--- src/rtl/if_fetch_if.sv ---
// if_fetch_if: handshake/bus bundle for the instruction fetch stage.
//   stall_i       decode not accepting; IF/ID register holds
//   flush_i       redirect request, target in new_pc_i
//   new_pc_i      redirect target
//   imem_ce_o     instruction memory request
//   imem_addr_o   fetch address (internal pc)
//   imem_ack_i    instruction valid this cycle while imem_ce_o=1
//   imem_rdata_i  returned instruction word
//   id_pc_o       registered pc presented to decode
//   id_inst_o     registered instruction presented to decode (0 = bubble)
// Modports: master = fetch stage, slave = pipeline control + memory side.
interface if_fetch_if;
  logic        stall_i;
  logic        flush_i;
  logic [31:0] new_pc_i;
  logic        imem_ce_o;
  logic [31:0] imem_addr_o;
  logic        imem_ack_i;
  logic [31:0] imem_rdata_i;
  logic [31:0] id_pc_o;
  logic [31:0] id_inst_o;

  modport master (
    input  stall_i, flush_i, new_pc_i, imem_ack_i, imem_rdata_i,
    output imem_ce_o, imem_addr_o, id_pc_o, id_inst_o
  );

  modport slave (
    output stall_i, flush_i, new_pc_i, imem_ack_i, imem_rdata_i,
    input  imem_ce_o, imem_addr_o, id_pc_o, id_inst_o
  );
endinterface

--- src/rtl/if_fetch.sv ---
// if_fetch: instruction fetch stage with IF/ID pipeline register.
// Ports:
//   clk       rising-edge clock
//   rst       synchronous, active-high reset
//   bus       if_fetch_if.master (stall/flush/redirect in, imem request/
//             response, IF/ID outputs)
// Parameter:
//   RESET_PC  first fetch address after reset
// Build option:
//   IF_FETCH_BUF_EN  adds a one-entry instruction buffer so an ack that
//                    arrives during a stall is kept instead of refetched.
//
// state | meaning
// ------+-----------------------------------------------------------
// IDLE  | in/just out of reset, no request
// FETCH | request asserted at pc, waiting for ack
// HOLD  | buffer holds an instruction, waiting for stall to drop
//       | (only with IF_FETCH_BUF_EN)
module if_fetch #(
  parameter logic [31:0] RESET_PC = 32'h0000_0000
) (
  input  logic       clk,
  input  logic       rst,
  if_fetch_if.master bus
);

`ifdef IF_FETCH_BUF_EN
  typedef enum logic [1:0] {IDLE = 2'd0, FETCH = 2'd1, HOLD = 2'd2} state_t;
`else
  typedef enum logic [1:0] {IDLE = 2'd0, FETCH = 2'd1} state_t;
`endif

  state_t      state_q, state_d;
  logic [31:0] pc_q, pc_d;
  logic [31:0] id_pc_q, id_pc_d;
  logic [31:0] id_inst_q, id_inst_d;
  logic [31:0] pc_inc;

`ifdef IF_FETCH_BUF_EN
  logic        buf_vld_q, buf_vld_d;
  logic [31:0] buf_pc_q, buf_pc_d;
  logic [31:0] buf_inst_q, buf_inst_d;
`endif

  // 32-bit add wraps naturally, so 0xFFFF_FFFC steps to 0x0.
  assign pc_inc = pc_q + 32'd4;

  // State register and datapath flops
  always_ff @(posedge clk) begin
    if (rst) begin
      state_q   <= IDLE;
      pc_q      <= RESET_PC;
      id_pc_q   <= 32'h0;
      id_inst_q <= 32'h0;
`ifdef IF_FETCH_BUF_EN
      buf_vld_q  <= 1'b0;
      buf_pc_q   <= 32'h0;
      buf_inst_q <= 32'h0;
`endif
    end else begin
      state_q   <= state_d;
      pc_q      <= pc_d;
      id_pc_q   <= id_pc_d;
      id_inst_q <= id_inst_d;
`ifdef IF_FETCH_BUF_EN
      buf_vld_q  <= buf_vld_d;
      buf_pc_q   <= buf_pc_d;
      buf_inst_q <= buf_inst_d;
`endif
    end
  end

  // Next-state and datapath logic; priority is flush > stall > ack.
  always_comb begin
    state_d   = state_q;
    pc_d      = pc_q;
    id_pc_d   = id_pc_q;
    id_inst_d = id_inst_q;
`ifdef IF_FETCH_BUF_EN
    buf_vld_d  = buf_vld_q;
    buf_pc_d   = buf_pc_q;
    buf_inst_d = buf_inst_q;
`endif

    if (bus.flush_i) begin
      // Redirect: drop same-cycle ack data and any buffered word.
      state_d   = FETCH;
      pc_d      = bus.new_pc_i;
      id_pc_d   = 32'h0;
      id_inst_d = 32'h0;
`ifdef IF_FETCH_BUF_EN
      buf_vld_d = 1'b0;
`endif
    end else begin
      case (state_q)
        IDLE: state_d = FETCH;
        FETCH: begin
          if (bus.stall_i) begin
`ifdef IF_FETCH_BUF_EN
            if (bus.imem_ack_i) begin
              buf_vld_d  = 1'b1;
              buf_pc_d   = pc_q;
              buf_inst_d = bus.imem_rdata_i;
              pc_d       = pc_inc;
              state_d    = HOLD;
            end
`endif
            // Without the buffer an ack under stall is dropped and the
            // same address is requested again.
          end else if (bus.imem_ack_i) begin
            id_pc_d   = pc_q;
            id_inst_d = bus.imem_rdata_i;
            pc_d      = pc_inc;
          end else begin
            id_inst_d = 32'h0;
          end
        end
`ifdef IF_FETCH_BUF_EN
        HOLD: begin
          if (!bus.stall_i) begin
            id_pc_d   = buf_pc_q;
            id_inst_d = buf_inst_q;
            buf_vld_d = 1'b0;
            state_d   = FETCH;
          end
        end
`endif
        default: state_d = IDLE;
      endcase
    end
  end

  // Outputs
  always_comb begin
    bus.imem_ce_o   = (state_q == FETCH);
    bus.imem_addr_o = pc_q;
    bus.id_pc_o     = id_pc_q;
    bus.id_inst_o   = id_inst_q;
  end

endmodule

--- src/flat_wrapper.sv ---
// flat-port wrapper written by rule: the top's interface ports become plain ports
module if_fetch_flat 
#(
  parameter logic [31:0] RESET_PC = 32'h0000_0000
)
  (clk, rst, bus_stall_i, bus_flush_i, bus_new_pc_i, bus_imem_ack_i, bus_imem_rdata_i, bus_imem_ce_o, bus_imem_addr_o, bus_id_pc_o, bus_id_inst_o);
  if_fetch_if bus_i ();
  input  logic clk;
  input  logic rst;
  input wire logic [$bits(bus_i.stall_i)-1:0] bus_stall_i;
  input wire logic [$bits(bus_i.flush_i)-1:0] bus_flush_i;
  input wire logic [$bits(bus_i.new_pc_i)-1:0] bus_new_pc_i;
  input wire logic [$bits(bus_i.imem_ack_i)-1:0] bus_imem_ack_i;
  input wire logic [$bits(bus_i.imem_rdata_i)-1:0] bus_imem_rdata_i;
  output wire logic [$bits(bus_i.imem_ce_o)-1:0] bus_imem_ce_o;
  output wire logic [$bits(bus_i.imem_addr_o)-1:0] bus_imem_addr_o;
  output wire logic [$bits(bus_i.id_pc_o)-1:0] bus_id_pc_o;
  output wire logic [$bits(bus_i.id_inst_o)-1:0] bus_id_inst_o;
  assign bus_i.stall_i = bus_stall_i;
  assign bus_i.flush_i = bus_flush_i;
  assign bus_i.new_pc_i = bus_new_pc_i;
  assign bus_i.imem_ack_i = bus_imem_ack_i;
  assign bus_i.imem_rdata_i = bus_imem_rdata_i;
  assign bus_imem_ce_o = bus_i.imem_ce_o;
  assign bus_imem_addr_o = bus_i.imem_addr_o;
  assign bus_id_pc_o = bus_i.id_pc_o;
  assign bus_id_inst_o = bus_i.id_inst_o;
  if_fetch #(.RESET_PC(RESET_PC)) u_core (.clk(clk), .rst(rst), .bus(bus_i));
endmodule
--- config.mk ---
export PLATFORM = sky130hd
export DESIGN_NAME = if_fetch_flat
export DESIGN_NICKNAME = d
export VERILOG_FILES = /design/src/rtl/if_fetch_if.sv /design/src/rtl/if_fetch.sv /design/src/flat_wrapper.sv
export SDC_FILE = /design/constraint.sdc
export NUM_CORES = 1
export LEC_CHECK = 0
export CAP_MARGIN = 20
export CORE_MARGIN = 10
export CORE_UTILIZATION = 35
export CTS_CLUSTER_DIAMETER = 120
export DETAILED_ROUTE_END_ITERATION = 7
export MAX_ROUTING_LAYER = met4
export PLACE_DENSITY = 0.67
export SLEW_MARGIN = 25
export SYNTH_ARGS = -nofsm -noshare
export SYNTH_HDL_FRONTEND = slang
export SYNTH_SLANG_ARGS = --single-unit
--- constraint.sdc ---
create_clock -name clk -period 3.4 [get_ports clk]
set_input_delay 0.68 -clock clk [delete_from_list [all_inputs] [get_ports clk]]
set_output_delay 0.68 -clock clk [all_outputs]
set_load 0.1 [all_outputs]
; Word level (Yosys, flattened, before mapping)
; Cells that the tools add are included.
; Widths: inputs -> output; s select.
[op_classes]
add_sub_neg = 1
eq_ne = 3
n_mux = 7
bitwise = 1
n_reduce_logical = 7
[ops]
columns = op, n
row1 = $mux 32, 5
row2 = $add 32x3->32 const B, 1
row3 = $reduce_and 3->1, 2
row4 = $pmux 2 s2, 1
row5 = $reduce_bool 2->1, 2
row6 = $eq 2x1->1 const B, 1
row7 = $logic_not 2->1, 1
row8 = $ne 2x1->1 const B, 1
row9 = $ne 2x2->1 const B, 1
row10 = $reduce_and 2->1, 1
row11 = $reduce_or 2->1, 1
row12 = $mux 1, 1
row13 = $not 1->1, 1
[totals]
reg_bits = 98
inputBits = 69
out_inout_bits = 97

; Depth between registers and ports, before layout
[logic_depth]
ltp_word = 5
depth_mapped = 7

; Worst setup path after synthesis
; Ideal clock, no wire load.
[synth_path]
path_type = flip-flop to flip-flop
start = register u_core.pc_q[8], in the netlist u_core.bus.imem_addr_o[8]
end = register u_core.pc_q[15], in the netlist u_core.bus.imem_addr_o[15]
setup_time_ns = 0.091
arrival_ns = 2.635
slack_ns = 0.674
path_stages_with_launch = 8
n_path_buf = 3
cell_sequence = dfxtp_1 clkbuf_2 nand2_1 or4_1 clkbuf_1 buf_2 or3_1 a311oi_1
[synth_between]
elab_chain_len = 5
[synth_lines]
columns = item, line
row1 = start: declaration, if_fetch.sv:34  ; logic [31:0] pc_q, pc_d;
row2 = start signal: assignment, if_fetch.sv:62  ; pc_q <= pc_d;
row3 = $add 32x3->32, if_fetch.sv:46  ; assign pc_inc = pc_q + 32'd4;
row4 = $mux 32, if_fetch.sv:110  ; end else if (bus.imem_ack_i) begin
row5 = $mux 32, if_fetch.sv:98  ; if (bus.stall_i) begin
row6 = $mux 32, if_fetch.sv:95  ; case (state_q)
row7 = $mux 32, if_fetch.sv:85  ; if (bus.flush_i) begin
; No other way between the ends. The select of a mux whose other input is x is not followed.
; A chain may end at the register's enable or synchronous reset.

; Worst setup path in the final report
[layout_path]
start = input bus_stall_i
end = register u_core.pc_q[21], in the netlist u_core.bus.imem_addr_o[21]
[layout_between]
elab_chain_len = 2
[layout_lines]
columns = item, line
row1 = start: declaration, flat_wrapper.sv:10  ; input wire logic [$bits(bus_i.stall_i)-1:0] bus_stall_i;
row2 = $ne 2x1->1 (no line), --
row3 = $reduce_and 3->1 (no line), --
; No other way between the ends.

==> results by group <==
Status
  – Status: completed

Die
  – Die ar.: about 16000 sq um
  – Starting Density: a little over a third
  – Horizontal die dimension: around 130 um
  – Number of rows in the core area: 39
  – Y dimension of the die: between 100 and 150 um
  – Floorplan Core Area: ~11000 sq um
  – Top-level I/O count: roughly 170

Yosys
  – Sequential cell area fraction in the yosys report: a little under half
  – Synth area leaders: dfxtp_1 (48%), nand2_1 (10%), a21oi_1 (7.9%)
  – Post-synthesis register bit count: just under 100
  – Xor/xnor cell area share of the yosys netlist: 1.937%
  – Syn Area/Cell: 8.060 sq um
  – Post-Synthesis Net Count: 575
  – Number of flops mapped to enable cells by yosys: 0
  – Synthesis Warnings: 0
  – Flip-flop cell with the highest count after synthesis: dfxtp_1
  – Synthesized-area fraction occupied by adder cells: 0.3074%
  – Largest family of logic cells by synthesized area: simple AND/OR/NAND/NOR gates
  – Distinct cells, synth: 43
  – Synth Instances: 505
  – Share of the synthesized area in the top cell type: between 40 and 50%
  – Post-Synth Simple-Gate Area: 27.94%
  – Proportion of register bits with asynchronous set or reset after synthesis: 0%
  – Netlist Area Pre-Place: approximately 4100 sq um
  – Compound-gate portion of the synthesized area: between 15 and 20%
  – Most area-hungry cell type in the Yosys netlist: dfxtp_1
  – Share of synthesized area spent on multiplexers: less than 1%

Clocking
  – Deepest clock path buffer count: 2
  – Htree depth: 3
  – Count of clock tree sinks: 97
  – Clock tree from TritonCTS: built
  – Post-CTS Setup Repair Bufs: 0
  – Clock root buffer: clkbuf_16
  – Total of hold buffers inserted after clock tree synthesis: 0
  – Cts bufs inserted: 9
  – Clock latency of the later-clocked register in the worst-skew pair: 350 ps
  – Number of gates given a new drive strength after cts: 0
  – Clock edge transition at the registers on the reported setup and hold paths: ~70 ps

Timing
  – Final Cycle Share: between 80% and 90%
  – Tmin final: about 2800 ps
  – Endpoints failing setup: 0
  – Final worst-path setup slack: roughly 650 ps
  – Transition at the pin with the smallest max-transition slack: between 1000 and 1500 ps
  – Final count of pins violating max slew: 0
  – Total Negative Setup Slacks: 0 ps
  – Worst slew margin relative to its limit: 32.92%
  – Unrepaired setup endpoints after global routing: false
  – Final Skew: between 5 and 6 ps
  – Max Clock Freq: 363.1 MHz
  – Number of endpoints with negative hold slack in the final report: 0

Worst hold path
  – Endpoint with the worst hold slack: u_core.bus.id_inst_o[23]$_SDFFE_PP0P_
  – Hold path startpoint: u_core.bus.id_inst_o[23]$_SDFFE_PP0P_
  – Hold Path Depth: 2
  – Hold/Removal Path Class: reg2reg

Global routing
  – Initial antenna violation count: 0
  – Global route total overflow: 0
  – Wire length of the first global-routing pass: around 22 mm
  – Maximum number of pins on one net before global-route repair: 37
  – Aggregate global-route resource usage: 16.93%
  – Vias in the first global route: about 4000

Flow run
  – Max-cap viol count: 0

Setup path
  – Gate family responsible for the most delay along the worst path: simple AND/OR/NAND/NOR gates
  – Worst r2r dst: u_core.bus.imem_addr_o[22]$_SDFFE_PP0P_
  – Arrival time of the worst setup path: approximately 3000 ps
  – Most repeated library cell on the critical path: or4_1
  – Worst path required time: 3660 ps
  – Setup Crit Path Kind: in2reg
  – Startpoint type of the worst setup path: input port
  – Critical Path Slowest Stage Cell: or4_1
  – Flop-to-flop setup slack: 930 ps
  – Critical R2R Launch: u_core.bus.imem_addr_o[2]$_SDFFE_PP0P_
  – Longest individual stage delay on the worst path: around 840 ps
  – CP Buf/Inv Count: 1
  – Kind of end point of the critical path: register
  – List of cells traversed by the critical path: clkdlybuf4s50_1 -> nand3b_4 -> or4_1 -> or4_1 -> a311oi_1
  – Path depth of the worst reg2reg path: 5
  – Worst Path Max Fanout: 17

Finish
  – Nets: a little over 700
  – Filler cell count: between 1000 and 1500
  – Antenna diodes: 0
  – Layout cell share with drive strength beyond 1: between 10% and 20%
  – Area grow syn2layout: 48.05%
  – Post-layout instance area: between 6000 and 7000 sq um

Pwr
  – Power density cells: ~490 nW/um^2
  – Static Leak: between 0.002 and 0.0025 uW
  – Internal portion of total power: around 2100 uW
  – Worst vdd rail ir drop: around 0.25 mV
  – Register share of total power: about two fifths
  – Clock network power share: 39.9%
  – Fraction of power spent switching nets: 29.79%
  – Combinational share of power: around 19%
  – Net load switching power: roughly 900 uW

Detailed routing
  – Iteration-0 DRC count of the detailed router: 298
  – Residual DRC count: 0
  – Total via count in the routed design: between 4000 and 5000
  – Initial DRT Pass Iterations: 4
  – Routed wire per std cell: around 18 um
  – Number of antenna-violating nets in the routed design: 0
  – Post-detailed-routing wire length: between 10 and 15 mm
  – Vias per inst: roughly 5.3

Placed design
  – Pre-CTS setup slack: ~320 ps
  – Area after DPL: around 5700 sq um
  – Dpl hpwl: between 10 and 15 mm
  – Count of input and output buffers: ~170
  – Weighted congestion at the end of routability-driven global placement: between 0.8 and 0.9
==> how the worst max path moves through the flow <==
stage,from,to,slack (ps),cells past startpoint
detailed placement,bus_stall_i,u_core.bus.imem_addr_o[21]$_SDFFE_PP0P_,320,5
floorplan,u_core.bus.imem_addr_o[8]$_SDFFE_PP0P_,u_core.bus.imem_addr_o[15]$_SDFFE_PP0P_,670,7
finish,bus_stall_i,u_core.bus.imem_addr_o[21]$_SDFFE_PP0P_,650,5
global route,bus_stall_i,u_core.bus.imem_addr_o[28]$_SDFFE_PP0P_,470,5
CTS,bus_stall_i,u_core.bus.imem_addr_o[21]$_SDFFE_PP0P_,670,5
global placement,bus_stall_i,u_core.bus.imem_addr_o[21]$_SDFFE_PP0P_,360,5
==> per-layer routing <==
metal / global-route usage (%) / vias to the layer above / wire [um]
met3: 4.921 / 18 / 1106
met2: 25.35 / 144 / 6432
met1: 20.75 / 1941 / 6172
met5: - / - / 0
li1: - / 2094 / -
met4: 7.417 / 0 / 293
==> layout by cell type, fill, tap and decap left out, types with 2 or more instances in the layout <==
master	Yosys	layout
dfxtp_1	97	97
or3_1	7	7
o31ai_1	11	11
or4_1	15	15
xor2_1	7	7
mux2i_1	2	2
clkdlybuf4s50_1	0	107
and2_1	2	2
o21ai_0	9	9
nand2_1	109	109
bufinv_16	0	3
buf_4	1	69
nand4_1	10	10
and3_1	2	2
a211oi_1	8	8
and4_1	5	5
a311oi_1	16	16
xnor2_1	2	2
or2_2	2	2
a21oi_1	64	64
or4b_2	2	2
nor2_1	31	31
inv_1	2	2
nand3_1	44	44
clkbuf_16	0	9
==> area by class of cell <==
class / count / area [sq um] / area share [%]
clock buffer: 11 / 242.7 / 4.028
clock inverter: 5 / 102.6 / 1.703
inverter: 3 / 11.26 / 0.1869
multi-input combinational: 364 / 1959 / 32.52
sequential: 97 / 1942 / 32.23
tap: 143 / 178.9 / 2.969
timing repair buffer: 176 / 1589 / 26.37
==> per-stage QoR <==
step / instances / util [%] / total power [uW] / hold slack [ps]
after floorplan: 505 / - / 1610 / 814.5
after global placement: 783 / 49.75 / 1796 / 436.6
after detailed placement: 783 / 49.75 / 1802 / 443.3
after CTS: 799 / 52.77 / 2978 / 452.5
after global routing: 799 / 52.77 / 3054 / 468.8
final: 799 / 52.77 / 2953 / 450.3
==> cell families (layout without fill, tap and decap cells) <==
family | count (synthesis) | in the layout
muxes | 2 | 2
AOI/OAI and AO/OA | 115 | 115
buffers and inverters | 44 | 195
xor gates and xnor gates | 9 | 9
DFF | 97 | 97
adders and majority gates | 1 | 1
and+or+nand+nor | 237 | 237
==> sequential cells by signal, indices dropped and copies added (netlist names) <==
| signal | count |
|---|---|
| u_core.bus.id_inst_o | 32 |
| u_core.bus.id_pc_o | 32 |
| u_core.bus.imem_addr_o | 32 |
| u_core.state_q | 1 |
==> worst min-delay path, cell delays in order, from the launching register on <==
cell	delay (ps)
dfxtp_1	310
nand2_1	50
a21oi_1	50
==> Yosys cell counts (all sizes together), types with 2 or more instances <==
master    n
and4      5
buf       7
mux2i     2
o21ai     9
a21oi    64
clkbuf   34
or4b      2
or2       2
a211oi    8
and3      2
or4      15
nor2     31
or3       7
and2      2
nand3    44
nand4    10
dfxtp    97
nand2   109
o31ai    11
xnor2     2
nand3b    2
xor2      7
a311oi   16
inv       3
==> power by group through the flow <==
stage	clock network (uW)	registers, uW	logic, uW
final	1180	1230	546
after global routing	1250	1230	572
after CTS	1200	1230	550
after detailed placement	0	1250	548
after global placement	0	1250	545
after floorplan	0	1500	114
Note: power is estimated with default switching activity, not from simulation.
